$ cat config.mk
export PLATFORM = sky130hd
export DESIGN_NAME = weight_update_flat
export DESIGN_NICKNAME = d
export VERILOG_FILES = /design/src/rtl/weight_update_if.sv /design/src/rtl/weight_update.sv /design/src/flat_wrapper.sv
export SDC_FILE = /design/constraint.sdc
export NUM_CORES = 1
export LEC_CHECK = 0
export BUFFER_PORTS_ARGS = -buffer_cell sky130_fd_sc_hd__buf_2
export CAP_MARGIN = 20
export CORE_MARGIN = 2
export CORE_UTILIZATION = 35
export CTS_CLUSTER_SIZE = 28
export DETAILED_ROUTE_END_ITERATION = 12
export HOLD_SLACK_MARGIN = 0.02
export PLACE_DENSITY = 0.53
export REMOVE_ABC_BUFFERS = 1
export SYNTH_ARGS = -nofsm -noshare
export SYNTH_HDL_FRONTEND = slang
export SYNTH_SLANG_ARGS = --single-unit
$ cat constraint.sdc
create_clock -name clk -period 6.9 [get_ports clk]
set_input_delay 0.345 -clock clk [delete_from_list [all_inputs] [get_ports clk]]
set_output_delay 0.345 -clock clk [all_outputs]
set_load 0.01 [all_outputs]
$ cat src/rtl/weight_update_if.sv
// Bundles the weight-update request operands and the result/status signals.
// The master drives the operands and start; the slave (weight_update) drives the results.
interface weight_update_if #(
    parameter int LAYER_IN          = 2,
    parameter int LAYER_OUT         = 2,
    parameter int DELTA_CELL_WIDTH  = 8,
    parameter int Z_CELL_WIDTH      = 8,
    parameter int WEIGHT_CELL_WIDTH = 8
);
    logic                                            start;
    logic [LAYER_OUT*DELTA_CELL_WIDTH-1:0]           delta;
    logic [LAYER_IN*Z_CELL_WIDTH-1:0]                z;
    logic [LAYER_OUT*LAYER_IN*WEIGHT_CELL_WIDTH-1:0] w;
    logic [LAYER_OUT*LAYER_IN*WEIGHT_CELL_WIDTH-1:0] w_updated;
    logic                                            busy;
    logic                                            valid;
    logic                                            error;

    modport master (
        output start, delta, z, w,
        input  w_updated, busy, valid, error
    );

    modport slave (
        input  start, delta, z, w,
        output w_updated, busy, valid, error
    );
endinterface

$ cat src/rtl/weight_update.sv
// Applies W' = W - lr * (delta * z^T) one row per clock, saturating each result cell.
// Latency: start at edge 0, rows written at edges 1..LAYER_OUT, valid at edge LAYER_OUT; start ignored while busy.
module weight_update #(
    parameter int LAYER_IN          = 2,
    parameter int LAYER_OUT         = 2,
    parameter int DELTA_CELL_WIDTH  = 8,
    parameter int Z_CELL_WIDTH      = 8,
    parameter int WEIGHT_CELL_WIDTH = 8,
    parameter int FRACTION_WIDTH    = 4,
    parameter int LR_SHIFT          = 1
) (
    input  logic           clk,
    input  logic           rst,
    weight_update_if.slave bus
);
    localparam int DCW   = DELTA_CELL_WIDTH;
    localparam int ZCW   = Z_CELL_WIDTH;
    localparam int WCW   = WEIGHT_CELL_WIDTH;
    localparam int PW    = DCW + ZCW;
    localparam int DW    = ((PW > WCW) ? PW : WCW) + 1;
    localparam int SHIFT = FRACTION_WIDTH + LR_SHIFT;
    localparam int ROW_W = (LAYER_OUT > 1) ? $clog2(LAYER_OUT) : 1;
    localparam int DV_W  = LAYER_OUT * DCW;
    localparam int ZV_W  = LAYER_IN * ZCW;
    localparam int RW_W  = LAYER_IN * WCW;
    localparam int WV_W  = LAYER_OUT * RW_W;

    localparam logic signed [DW-1:0] SAT_MAX = {{(DW-WCW+1){1'b0}}, {(WCW-1){1'b1}}};
    localparam logic signed [DW-1:0] SAT_MIN = {{(DW-WCW+1){1'b1}}, {(WCW-1){1'b0}}};

    typedef enum logic {IDLE, RUN} state_t;

    state_t            state, state_nxt;
    logic [ROW_W-1:0]  row, row_nxt;
    logic [DV_W-1:0]   delta_q, delta_nxt;
    logic [ZV_W-1:0]   z_q, z_nxt;
    logic [WV_W-1:0]   w_q, w_nxt;
    logic              busy_q, busy_nxt;
    logic              valid_q, valid_nxt;
    logic              error_q, error_nxt;

    // Datapath for the row currently selected by the sequencer
    logic [DCW-1:0]           delta_row;
    logic [RW_W-1:0]          w_row;
    logic [RW_W-1:0]          row_new;
    logic                     sat_any;
    logic signed [PW-1:0]     prod;
    logic signed [PW-1:0]     grad;
    logic signed [DW-1:0]     w_ext;
    logic signed [DW-1:0]     g_ext;
    logic signed [DW-1:0]     diff;

    always_comb begin : row_math
        delta_row = delta_q[DCW-1:0];
        w_row     = w_q[RW_W-1:0];
        row_new   = '0;
        sat_any   = 1'b0;
        prod      = '0;
        grad      = '0;
        w_ext     = '0;
        g_ext     = '0;
        diff      = '0;
        for (int r = 0; r < LAYER_OUT; r++) begin
            if (row == ROW_W'(r)) begin
                delta_row = delta_q[r*DCW +: DCW];
                w_row     = w_q[r*RW_W +: RW_W];
            end
        end
        for (int c = 0; c < LAYER_IN; c++) begin
            prod  = $signed(delta_row) * $signed(z_q[c*ZCW +: ZCW]);
            // Arithmetic shift: rounds toward -inf, so tiny negative gradients become -1
            grad  = prod >>> SHIFT;
            w_ext = DW'($signed(w_row[c*WCW +: WCW]));
            g_ext = DW'(grad);
            diff  = w_ext - g_ext;
            if (diff > SAT_MAX) begin
                row_new[c*WCW +: WCW] = SAT_MAX[WCW-1:0];
                sat_any               = 1'b1;
            end else if (diff < SAT_MIN) begin
                row_new[c*WCW +: WCW] = SAT_MIN[WCW-1:0];
                sat_any               = 1'b1;
            end else begin
                row_new[c*WCW +: WCW] = diff[WCW-1:0];
            end
        end
    end

    always_comb begin : fsm_next
        state_nxt = state;
        row_nxt   = row;
        delta_nxt = delta_q;
        z_nxt     = z_q;
        w_nxt     = w_q;
        busy_nxt  = busy_q;
        valid_nxt = valid_q;
        error_nxt = error_q;
        unique case (state)
            IDLE: begin
                if (bus.start) begin
                    delta_nxt = bus.delta;
                    z_nxt     = bus.z;
                    w_nxt     = bus.w;
                    valid_nxt = 1'b0;
                    error_nxt = 1'b0;
                    row_nxt   = '0;
                    busy_nxt  = 1'b1;
                    state_nxt = RUN;
                end
            end
            RUN: begin
                for (int r = 0; r < LAYER_OUT; r++) begin
                    if (row == ROW_W'(r)) begin
                        w_nxt[r*RW_W +: RW_W] = row_new;
                    end
                end
                if (sat_any) begin
                    error_nxt = 1'b1;
                end
                if (row == ROW_W'(LAYER_OUT-1)) begin
                    valid_nxt = 1'b1;
                    busy_nxt  = 1'b0;
                    row_nxt   = '0;
                    state_nxt = IDLE;
                end else begin
                    row_nxt = row + 1'b1;
                end
            end
            default: state_nxt = IDLE;
        endcase
    end

    always_ff @(posedge clk) begin
        if (rst) begin
            state   <= IDLE;
            row     <= '0;
            delta_q <= '0;
            z_q     <= '0;
            w_q     <= '0;
            busy_q  <= 1'b0;
            valid_q <= 1'b0;
            error_q <= 1'b0;
        end else begin
            state   <= state_nxt;
            row     <= row_nxt;
            delta_q <= delta_nxt;
            z_q     <= z_nxt;
            w_q     <= w_nxt;
            busy_q  <= busy_nxt;
            valid_q <= valid_nxt;
            error_q <= error_nxt;
        end
    end

    assign bus.w_updated = w_q;
    assign bus.busy      = busy_q;
    assign bus.valid     = valid_q;
    assign bus.error     = error_q;
endmodule

$ cat src/flat_wrapper.sv
// flat-port wrapper written by rule: the top's interface ports become plain ports
module weight_update_flat 
#(
    parameter int LAYER_IN          = 2,
    parameter int LAYER_OUT         = 2,
    parameter int DELTA_CELL_WIDTH  = 8,
    parameter int Z_CELL_WIDTH      = 8,
    parameter int WEIGHT_CELL_WIDTH = 8,
    parameter int FRACTION_WIDTH    = 4,
    parameter int LR_SHIFT          = 1
)
  (clk, rst, bus_start, bus_delta, bus_z, bus_w, bus_w_updated, bus_busy, bus_valid, bus_error);
  weight_update_if #(.LAYER_IN(LAYER_IN), .LAYER_OUT(LAYER_OUT), .DELTA_CELL_WIDTH(DELTA_CELL_WIDTH), .Z_CELL_WIDTH(Z_CELL_WIDTH), .WEIGHT_CELL_WIDTH(WEIGHT_CELL_WIDTH)) bus_i ();
  input  logic clk;
  input  logic rst;
  input wire logic [$bits(bus_i.start)-1:0] bus_start;
  input wire logic [$bits(bus_i.delta)-1:0] bus_delta;
  input wire logic [$bits(bus_i.z)-1:0] bus_z;
  input wire logic [$bits(bus_i.w)-1:0] bus_w;
  output wire logic [$bits(bus_i.w_updated)-1:0] bus_w_updated;
  output wire logic [$bits(bus_i.busy)-1:0] bus_busy;
  output wire logic [$bits(bus_i.valid)-1:0] bus_valid;
  output wire logic [$bits(bus_i.error)-1:0] bus_error;
  assign bus_i.start = bus_start;
  assign bus_i.delta = bus_delta;
  assign bus_i.z = bus_z;
  assign bus_i.w = bus_w;
  assign bus_w_updated = bus_i.w_updated;
  assign bus_busy = bus_i.busy;
  assign bus_valid = bus_i.valid;
  assign bus_error = bus_i.error;
  weight_update #(.LAYER_IN(LAYER_IN), .LAYER_OUT(LAYER_OUT), .DELTA_CELL_WIDTH(DELTA_CELL_WIDTH), .Z_CELL_WIDTH(Z_CELL_WIDTH), .WEIGHT_CELL_WIDTH(WEIGHT_CELL_WIDTH), .FRACTION_WIDTH(FRACTION_WIDTH), .LR_SHIFT(LR_SHIFT)) u_core (.clk(clk), .rst(rst), .bus(bus_i));
endmodule
# == Word level (Yosys, flattened, before mapping) ==
# Cells that the tools add are included.
# totals
regBits,69
output_inout_bits,35
word_cells,54
input_bits,67
# classes
reduce_logical,4
n_bitwise,1
muxes,27
order_cmp,4
n_addsub,3
eq_ne,4
n_mul,2
# ops
op,n
$pmux 32 s2,1
$mux 16,3
$mux 8,5
$gt 17x8->1 const B,2
$lt 17x8->1 const B,2
$mul 8x8->16,2
$mux 32,1
$sub 8x11->12,2
$mux 1,12
$pmux 1 s2,5
$ne 2x2->1 const B,4
$reduce_and 2->1,4
$add 1x1->1 const B,1
$not 1->1,1

# == Depth between registers and ports, before layout ==
# Gate-level depths: netlist (run 1).
# depth
depth_word,10
mapped_depth,32

# == Worst setup path after synthesis (run 1) ==
# No wires, ideal clock.
# synth_timing
path_kind,reg-to-reg
start,register u_core.row
end,register u_core.w_q[0] (netlist: u_core.bus.w_updated[0])
slack_ns,-0.153
setup_ns,0.088
period_less_slack_ns,7.053
arrival_time_ns,6.965
path_stages_with_launch,28
t_required_ns,6.812
path_buffers,3
cell_sequence,dfxtp_1 clkbuf_1 clkbuf_1 mux2i_1 clkbuf_1 nor2b_1 fa_1 inv_1 fa_1 inv_1 fa_1 fa_1 ha_1 a21oi_1 o21bai_1 a21oi_1 o21bai_1 a21oi_1 xor2_1 ha_1 a21o_1 a21oi_1 nor2_1 a311oi_2 xnor2_1 o41ai_4 nand3b_1 o32ai_2
# synth_between
elab_chain_len,8
# synth_rtl
item,line_no,text
start: declaration,weight_update.sv:34,"logic [ROW_W-1:0] row, row_nxt;"
start signal: assignment,weight_update.sv:144,row <= row_nxt;
$mux 8,weight_update.sv:64,if (row == ROW_W'(r)) begin
$mul 8x8->16,weight_update.sv:70,prod = $signed(delta_row) * $signed(z_q[c*ZCW +: ZCW]);
$sub 8x11->12,weight_update.sv:75,diff = w_ext - g_ext;
$lt 17x8->1,weight_update.sv:79,end else if (diff < SAT_MIN) begin
$mux 8,weight_update.sv:79,
$mux 8,weight_update.sv:76,if (diff > SAT_MAX) begin
$mux 16,weight_update.sv:112,if (row == ROW_W'(r)) begin
$pmux 32 s2,weight_update.sv:97,unique case (state)
end signal: assignment,weight_update.sv:147,w_q <= w_nxt;
end: declaration,weight_update.sv:37,"logic [WV_W-1:0] w_q, w_nxt;"
# Parallel ways exist; a longest one is shown, timed or not. The select of a mux whose other input is x is not followed.
# A chain may end at the register's enable or synchronous reset.

# == Final worst setup path (run 1) ==
# layout_timing
start,register u_core.row
end,register u_core.w_q[13] (netlist: u_core.bus.w_updated[13])
# Same word-level chain as after synthesis.

==> flow_metrics.py, run 1 <==
metrics = {
    "critical_path": {
        "cp-endpoint": "u_core.bus.w_updated[13]",
        "path_max_fanout": 7,
        "crit_cells": 26,
        "reg2regPathDepth": 26,
        "path_class": "reg2reg",
        "worstPathArrival_ns": 6.85,
        "r2r-end": "u_core.bus.w_updated[13]",
        "crit_buf_inv": 3,
        "cp.required_ns": 7.16,
        "cp-start-kind": "register",
        "critPathTopFamily": "adder cells",
        "cpMostUsedCell": "fa_1",
        "r2r-start": "u_core.row",
        "cp_slowest_cell": "fa_1",
        "cp-startpoint": "u_core.row",
        "cpPeakStageDelay_ns": 0.56,
        "reg2reg_slack_ns": 0.31,
        "end_kind": "register",
    },
    "run": {
        "cap_violations": 0,
    },
    "clock_tree": {
        "htreeDepth": 3,
        "cts_sinks": 69,
        "tritoncts": "yes",
        "clk_pin_slew_worst_paths_ns": 0.06,
        "clk_latency_ns": 0.35,
        "clockRootBuffer": "clkbuf_16",
        "clockBufferDepth": 2,
        "cts_buffers": 9,
        "hold_buffers": 0,
    },
    "layout": {
        "layout_commonest_cell": "inv_1",
        "antenna_cells": 0,
        "layout_common_cells": "inv_1, nand2_1, fa_1",
        "multi_input_area_um2": 7130,
        "fillCellCount": 2631,
        "areaGrowthSynthToFinish_pct": 20.1,
        "drive_above_1_share_pct": 21.2,
        "utilization_pct": 42.8,
        "nets": 1413,
        "final_cell_area_um2": 10700,
        "seq_area_um2": 1390,
    },
    "min_path": {
        "min-delay-start": "bus_z[10]",
        "min_path_type": "in2reg",
    },
    "synthesis": {
        "ys_seq_elements": 69,
        "synth_edf_count": 0,
        "synthCells": 1032,
        "avgSynthCellArea_um2": 8.67,
        "async_reset_ff_share_pct": 0,
        "syn-cell-area_um2": 8950,
        "synth_area_leaders": "fa_1, dfxtp_1, ha_1",
        "synth_cell_types": 64,
        "synth_top_area_cell": "fa_1",
        "yosysSeqAreaShare_pct": 15.4,
        "yosys_warnings": 0,
        "yosysTopAreaCellShare_pct": 24.6,
        "synth_ff_type": "dfxtp_1",
    },
    "status": {
        "outcome": "completed",
    },
    "power_and_ir_drop": {
        "p_leak_uw": 0.00493,
        "p_comb_share_pct": 56.4,
        "p_sw_uw": 997,
        "p_clk_share_pct": 22.6,
        "power_density_nw_per_um2": 221,
        "p_int_uw": 1380,
        "peakVddDrop_mv": 0.189,
        "netSwitchingFraction_pct": 42.0,
        "seq_power_share_pct": 20.9,
    },
    "detailed_routing": {
        "final_antenna_net_count": 0,
        "drt_iter0_markers": 321,
        "vias": 7545,
        "vias_per_cell": 5.05,
        "wl_per_cell_um": 15.7,
        "drc": 0,
        "wirelength_um": 23500,
        "dr.pass1.iters": 4,
    },
    "global_routing": {
        "grt_pass1_vias": 7537,
        "gr-total-overflow": 0,
        "antenna_found_initial": 0,
        "grt_max_degree": 71,
        "grt_pass1_wl_um": 37900,
        "track_usage_pct": 17.8,
    },
    "sta": {
        "hold_violations": 0,
        "maxSlewViolCount": 0,
        "relSlewSlack_pct": 47.5,
        "tightest_slew_ns": 0.787,
        "finalSetupViolCount": 0,
        "clock_skew_ns": 0.0125,
        "post-route-min-period_ns": 6.59,
        "worst_slack_ns": 0.306,
        "max_freq_mhz": 152,
        "post-route-period-util_pct": 95.6,
    },
    "place": {
        "place_hpwl_um": 18800,
        "pre_cts_ws_ns": -0.0606,
        "gp_congestion": 0.834,
        "placed_area_um2": 9980,
        "io_buffers": 101,
    },
    "floorplanning": {
        "num_rows": 58,
        "core_area_um2": 25100,
        "dieArea_um2": 26900,
        "chipWidth_um": 164,
        "num_io_pins": 102,
        "die-height_um": 164,
        "start_util_pct": 35.6,
    },
}
## repair_timing
| action | 4_1_cts | 5_1_grt |
|---|---|---|
| setup buffers | 0 | 18 |
| cloned | 0 | 2 |
| resized for setup | 2 | 57 |
| endpoints found under the setup margin | 9 | 32 |
| pin swaps | 0 | 37 |
## metal layers
metal	vias up	global-route usage [%]	wire (um)
li1	3684	-	-
met1	3732	23.6	10600
met2	102	30.4	11700
met3	27	1.72	667
met4	0	5.74	479
met5	-	0	0
## logic make-up (layout without fill, tap and decap cells)
group | after synthesis | after routing | share of synthesized area (%)
AND/OR/NAND/NOR | 316 | 316 | 17.6
AO/OA/AOI/OAI | 197 | 197 | 15.4
adder cells (fa/ha/maj) | 186 | 186 | 35.2
buffers and inverters | 184 | 315 | 7.75
flip-flops | 69 | 69 | 15.4
XOR/XNOR | 47 | 47 | 4.60
multiplexers | 33 | 35 | 3.94
## how the worst min path moves through the flow
stage / endpoint / slack (ns) / cells after the start
2_1_floorplan: u_core.delta_q[0] / 0.41 / 1
3_3_place_gp: u_core.delta_q[3] / 0.44 / 2
3_5_place_dp: u_core.delta_q[3] / 0.45 / 2
4_1_cts: u_core.z_q[10] / 0.23 / 3
5_1_grt: u_core.z_q[10] / 0.23 / 3
6_report: u_core.z_q[10] / 0.24 / 3
## cell usage after synthesis (7+ instances only)
library cell and instances:
a21o_1 15, a21oi_1 59, a22oi_1 14, a311oi_1 11, a31oi_1 15, and2_1 58, clkbuf_1 32, dfxtp_1 69
fa_1 110, ha_1 76, inv_1 145, mux2_2 18, mux2i_1 15, nand2_1 124, nand2b_1 10, nor2_1 36
nor2b_1 42, nor3_1 17, o211ai_1 7, o21ai_0 15, o21bai_1 7, o22ai_1 14, xnor2_1 34, xor2_1 13
## state kept, by name (all words and copies together), names as in the netlist
| signal | count |
|---|---|
| u_core.bus.busy | 1 |
| u_core.bus.error | 1 |
| u_core.bus.valid | 1 |
| u_core.bus.w_updated | 32 |
| u_core.delta_q | 16 |
| u_core.row | 1 |
| u_core.state | 1 |
| u_core.z_q | 16 |
## metrics by stage
step	total power (uW)	instances	setup TNS (ns)	hold WS [ns]
6_report	2370	1495	0	0.237
5_1_grt	2550	1495	-0.114	0.233
4_1_cts	2300	1474	0	0.230
3_5_place_dp	1750	1458	-0.281	0.447
3_3_place_gp	1740	1457	0	0.444
2_1_floorplan	1370	993	-10.57	0.414
## power groups by stage
| stage | Combinational [uW] | Sequential (uW) | Clock (uW) |
|---|---|---|---|
| final | 1340 | 497 | 537 |
| after floorplan | 865 | 506 | 0 |
| after detailed placement | 1240 | 504 | 0 |
| after CTS | 1260 | 496 | 549 |
| after global placement | 1240 | 505 | 0 |
| after global routing | 1480 | 503 | 564 |
## final cells by class
type                       instances  area share (%)
clock buffer                      10            2.13
clock inverter                     6            1.04
inverter                         145            5.07
multi-input combinational        781            66.3
sequential                        69            12.9
tap                              330            3.84
timing repair buffer             154            8.70
## worst reg2reg max path, delay by kind of cell, from the launching register on
family,cells,cell delay (ns)
compound gates,10,1.84
xor+xnor,1,0.09
fa+ha+maj,6,2.65
buf+inv,3,0.34
flops,1,0.42
mux,1,0.34
simple gates,5,0.84
No activity file was read; power rests on OpenSTA's default activity.
==> run 2, diff against run 1 <==
- RECOVER_POWER: default -> 50
==> run 2 against run 1 <==
Effect of this change: the run now ends with capacitance limit, slew limit left; sequential power about the same; largest power group unchanged; core utilization shrank 0.20 points; die area stayed put; highest routed layer unchanged; setup slack lost 0.013 ns; fmax down 0.20%; clock power about the same.
==> flow_metrics.py, run 2 (synthesized netlist as in run 1, its figures left out) <==
metrics = {
    "status": {
        "outcome": "finished with violations",
        "violations": "capacitance limit, slew limit",
    },
    "layout": {
        "drive_above_1_share_pct": 18.0,
        "layout_commonest_cell": "inv_1",
        "layout_common_cells": "inv_1, nand2_1, fa_1",
        "nets": 1413,
        "utilization_pct": 42.6,
        "largest_register_ff_count": 32,
        "areaGrowthSynthToFinish_pct": 19.5,
        "antenna_cells": 0,
        "fillCellCount": 2659,
        "final_cell_count_no_fill": 1495,
    },
    "detailed_routing": {
        "final_antenna_net_count": 0,
        "dr.pass1.iters": 5,
        "drc": 0,
        "vias": 7579,
        "vias_per_cell": 5.07,
        "drt_iter0_markers": 314,
        "wl_per_cell_um": 15.7,
        "wirelength_um": 23500,
    },
    "sta": {
        "post-route-min-period_ns": 6.61,
        "maxSlewViolCount": 52,
        "max_freq_mhz": 151,
        "finalSetupViolCount": 0,
        "setup_tns_ns": 0,
        "relSlewSlack_pct": -63.6,
        "hold_violations": 0,
        "tightest_slew_ns": 2.45,
        "clock_skew_ns": 0.0127,
        "post-route-period-util_pct": 95.8,
    },
    "clock_tree": {
        "clk_pin_slew_worst_paths_ns": 0.07,
        "clk_latency_ns": 0.35,
        "htreeDepth": 3,
        "clockRootBuffer": "clkbuf_16",
        "cts_buffers": 9,
        "hold_buffers": 0,
        "clockBufferDepth": 2,
        "cts_sinks": 69,
        "tritoncts": "yes",
    },
    "global_routing": {
        "track_usage_pct": 17.8,
        "grt_pass1_vias": 7537,
        "antenna_found_initial": 0,
        "grt_max_degree": 71,
        "gr-total-overflow": 0,
        "grt_pass1_wl_um": 37900,
    },
    "power_and_ir_drop": {
        "p_sw_uw": 999,
        "p_comb_share_pct": 56.2,
        "power_density_nw_per_um2": 221,
        "peakVddDrop_mv": 0.189,
        "p_clk_share_pct": 22.7,
        "p_int_uw": 1370,
        "netSwitchingFraction_pct": 42.2,
        "seq_power_share_pct": 21.1,
        "p_leak_uw": 0.00479,
    },
    "floorplanning": {
        "num_rows": 58,
        "num_io_pins": 102,
        "chipWidth_um": 164,
        "start_util_pct": 35.6,
        "die-height_um": 164,
        "dieArea_um2": 26900,
        "core_area_um2": 25100,
    },
    "critical_path": {
        "cp-startpoint": "u_core.row",
        "path_max_fanout": 7,
        "cp-start-kind": "register",
        "cp.required_ns": 7.16,
        "cpPeakStageDelay_ns": 0.56,
        "crit_buf_inv": 3,
        "path_class": "reg2reg",
        "critPathTopFamily": "adder cells",
        "end_kind": "register",
        "worstPathArrival_ns": 6.87,
        "cp_slowest_cell": "fa_1",
        "r2r-start": "u_core.row",
        "cpMostUsedCell": "fa_1",
    },
    "place": {
        "place_hpwl_um": 18800,
        "io_buffers": 101,
        "dp.cells": 1458,
        "gp_congestion": 0.834,
    },
    "min_path": {
        "min_path_type": "in2reg",
        "min-delay-start": "bus_z[10]",
    },
    "run": {
        "cap_violations": 1,
    },
}
-- run 2: cell types whose count changed in the layout (fill, tap and decap cells not counted) --
| cell | change |
|---|---|
| buf_2 | -35 |
| and2_0 | +1 |
| and2_1 | -1 |
| clkbuf_1 | +37 |
| buf_4 | -2 |
-- run 2: power groups by stage --
stage | Sequential, uW | Combinational [uW] | Clock (uW)
after CTS | 496 | 1260 | 549
after detailed placement | 504 | 1240 | 0
after global routing | 504 | 1470 | 564
final | 498 | 1330 | 538
after global placement | 505 | 1240 | 0
after floorplan | 506 | 865 | 0
-- run 2: tightest hold or removal path, stage by stage --
cell and delay (ns):
buf_2 0.09, nand2_1 0.05, a21oi_1 0.05
-- run 2: through the flow --
stage	hold slack [ns]	setup WS [ns]	instance area [um^2]	power, uW
after global placement	0.444	0.0341	9980	1740
after detailed placement	0.447	-0.0606	9980	1750
after global routing	0.233	-0.0383	10700	2540
final	0.237	0.293	10700	2370
after floorplan	0.414	-0.466	8800	1370
after CTS	0.230	0.0215	10300	2300
-- run 2: timing repair --
item                       in CTS  in global routing
setup endpoints to repair       9                 32
gates resized for setup         2                 57
pin swaps                       0                 37
setup buffers                   0                 18
gates cloned                    0                  2
-- run 2: routing by layer --
layer / up-vias / global-route usage [%] / wire (um)
met4: 0 / 5.74 / 485
met5: - / 0 / 0
met3: 29 / 1.72 / 672
met1: 3741 / 23.6 / 10600
met2: 120 / 30.4 / 11800
li1: 3689 / - / -
-- run 2: final timing paths --
check	to	slack [ns]	cells after the start
min	u_core.z_q[10]	0.24	3
min reg2reg	u_core.delta_q[3]	0.45	2
max reg2reg	u_core.bus.w_updated[13]	0.29	26
max	u_core.bus.w_updated[13]	0.29	26
-- run 2: cell type report --
cell class	count	area [um^2]	share of cell area, %
multi-input cells	781	7130	66.6
flip-flops and latches	69	1390	13.0
repair buffers	154	883	8.26
inverters	145	544	5.09
well taps	330	413	3.86
clock buffers	10	229	2.14
clock inverters	6	111	1.04
==> run 3, diff against run 2 <==
--- a/config.mk
+++ b/config.mk
@@ -17,2 +17,3 @@
 export REMOVE_ABC_BUFFERS = 1
+export SLEW_MARGIN = 10
 export SYNTH_ARGS = -nofsm -noshare
==> constraint.sdc (replaced) <==
create_clock -name clk -period 6.9 [get_ports clk]
set_input_delay 0 -clock clk [delete_from_list [all_inputs] [get_ports clk]]
set_output_delay 0 -clock clk [all_outputs]
set_load 0.01 [all_outputs]
==> run 3 against run 2 <==
Effect of this change: the run still ends with capacitance limit, slew limit left; design area increased by 4.9%; total power increased by 1.0%; hold slack worse by 0.21 ns.
==> flow_metrics.py, run 3 (synthesized netlist as in run 1, its figures left out) <==
metrics = {
    "status": {
        "outcome": "finished with violations",
        "violations": "capacitance limit, slew limit",
    },
    "layout": {
        "final_cell_area_um2": 11200,
        "areaGrowthSynthToFinish_pct": 25.3,
        "fillCellCount": 2617,
        "final_cell_count_no_fill": 1547,
        "layout_common_cells": "inv_1, nand2_1, fa_1",
        "largest_register_ff_count": 32,
        "drive_above_1_share_pct": 17.3,
        "utilization_pct": 44.7,
        "antenna_cells": 0,
        "layout_commonest_cell": "inv_1",
        "nets": 1465,
    },
    "sta": {
        "setup_tns_ns": 0,
        "maxSlewViolCount": 52,
        "post-route-period-util_pct": 95.6,
        "post-route-min-period_ns": 6.60,
        "max_freq_mhz": 152,
        "clock_skew_ns": 0.0123,
        "tightest_slew_ns": 2.45,
        "finalSetupViolCount": 0,
        "relSlewSlack_pct": -63.6,
        "hold_violations": 0,
    },
    "clock_tree": {
        "cts_sinks": 69,
        "cts_buffers": 9,
        "htreeDepth": 3,
        "clockRootBuffer": "clkbuf_16",
        "clockBufferDepth": 2,
        "clk_pin_slew_worst_paths_ns": 0.07,
        "tritoncts": "yes",
        "clk_latency_ns": 0.35,
    },
    "min_path": {
        "min_path_type": "in2reg",
        "min-delay-start": "bus_w[20]",
    },
    "critical_path": {
        "worstPathArrival_ns": 6.86,
        "path_class": "reg2reg",
        "cp-startpoint": "u_core.row",
        "path_max_fanout": 7,
        "end_kind": "register",
        "cp.required_ns": 7.16,
        "r2r-start": "u_core.row",
        "cp-start-kind": "register",
    },
    "global_routing": {
        "busiest_layer": "met2",
        "gr-total-overflow": 0,
        "grt_max_degree": 71,
        "met1_usage_pct": 23.9,
        "track_usage_pct": 18.0,
        "grt_pass1_vias": 7735,
        "use_met2_pct": 31.1,
        "grt_pass1_wl_um": 38500,
        "use_met3_pct": 1.52,
        "antenna_found_initial": 0,
    },
    "power_and_ir_drop": {
        "power_density_nw_per_um2": 213,
        "netSwitchingFraction_pct": 42.0,
        "p_sw_uw": 1000,
        "peakVddDrop_mv": 0.189,
        "p_clk_share_pct": 22.5,
        "p_leak_uw": 0.00500,
        "seq_power_share_pct": 20.8,
        "p_int_uw": 1390,
        "p_comb_share_pct": 56.7,
    },
    "place": {
        "io_buffers": 101,
        "gp_congestion": 0.834,
        "placed_area_um2": 9980,
        "place_hpwl_um": 18800,
        "dp.cells": 1458,
    },
    "detailed_routing": {
        "wirelength_um": 23900,
        "vias": 7785,
        "drc": 0,
        "vias_per_cell": 5.03,
        "wl_per_cell_um": 15.5,
        "final_antenna_net_count": 0,
        "drt_iter0_markers": 323,
        "dr.pass1.iters": 4,
    },
    "floorplanning": {
        "start_util_pct": 35.6,
        "chipWidth_um": 164,
        "core_area_um2": 25100,
        "die-height_um": 164,
        "num_io_pins": 102,
        "dieArea_um2": 26900,
        "num_rows": 58,
    },
    "run": {
        "cap_violations": 1,
    },
}
[run 3: area by class of cell]
class / instances / area, um^2 / area share (%)
Sequential cell: 69 / 1390 / 12.4
Timing Repair Buffer: 206 / 1400 / 12.5
Clock inverter: 6 / 111 / 0.993
Inverter: 145 / 544 / 4.85
Multi-Input combinational cell: 781 / 7130 / 63.6
Clock buffer: 10 / 229 / 2.04
Tap cell: 330 / 413 / 3.68
[run 3: stage by stage]
step | hold WS, ns | setup slack [ns] | total power [uW]
floorplan | 0.0691 | -0.466 | 1370
global placement | 0.247 | 0.0341 | 1740
detailed placement | 0.252 | -0.0606 | 1750
CTS | 0.0210 | 0.0215 | 2320
global route | 0.0376 | -0.0438 | 2570
finish | 0.0231 | 0.302 | 2390
[run 3: worst paths after layout]
kind	end	slack, ns	depth (start not counted)
worst min-delay path	u_core.bus.w_updated[20]	0.02	3
worst min register to register	u_core.delta_q[3]	0.45	2
worst max-delay path	u_core.bus.w_updated[13]	0.30	26
worst max register to register	u_core.bus.w_updated[13]	0.30	26
[run 3: worst max-delay path: stages (launching register included)]
cell	delay [ns]
dfxtp_4	0.41
buf_8	0.14
mux2_4	0.33
buf_12	0.14
nand2_1	0.08
fa_1	0.46
fa_1	0.56
inv_1	0.06
fa_1	0.55
fa_1	0.46
ha_4	0.28
a21oi_1	0.14
o21ai_1	0.11
a211oi_2	0.25
o21ai_2	0.10
a31o_2	0.25
a21oi_2	0.14
xnor2_1	0.09
ha_1	0.34
nand2b_1	0.08
or3_1	0.32
o31ai_1	0.09
a221oi_1	0.07
and3_1	0.22
o32ai_4	0.42
nand2_1	0.15
a311oi_1	0.27
[run 3: layer usage]
metal	wire length [um]	vias to the layer above
met5	0	-
met4	470	0
met3	636	29
met2	12100	138
met1	10700	3828
li1	-	3790
[run 3: power by group through the flow]
stage / Combinational, uW / Clock (uW) / Sequential, uW
global placement: 1240 / 0 / 505
floorplan: 865 / 0 / 506
detailed placement: 1240 / 0 / 504
CTS: 1280 / 549 / 496
global route: 1500 / 564 / 504
finish: 1360 / 538 / 498
[run 3: repair_timing]
action	4_1_cts	5_1_grt
endpoints found under the hold margin	52	0
cloned	0	2
setup buffers	0	18
pin swaps	0	37
hold buffers	52	0
gates resized for setup	2	57
endpoints found under the setup margin	9	32
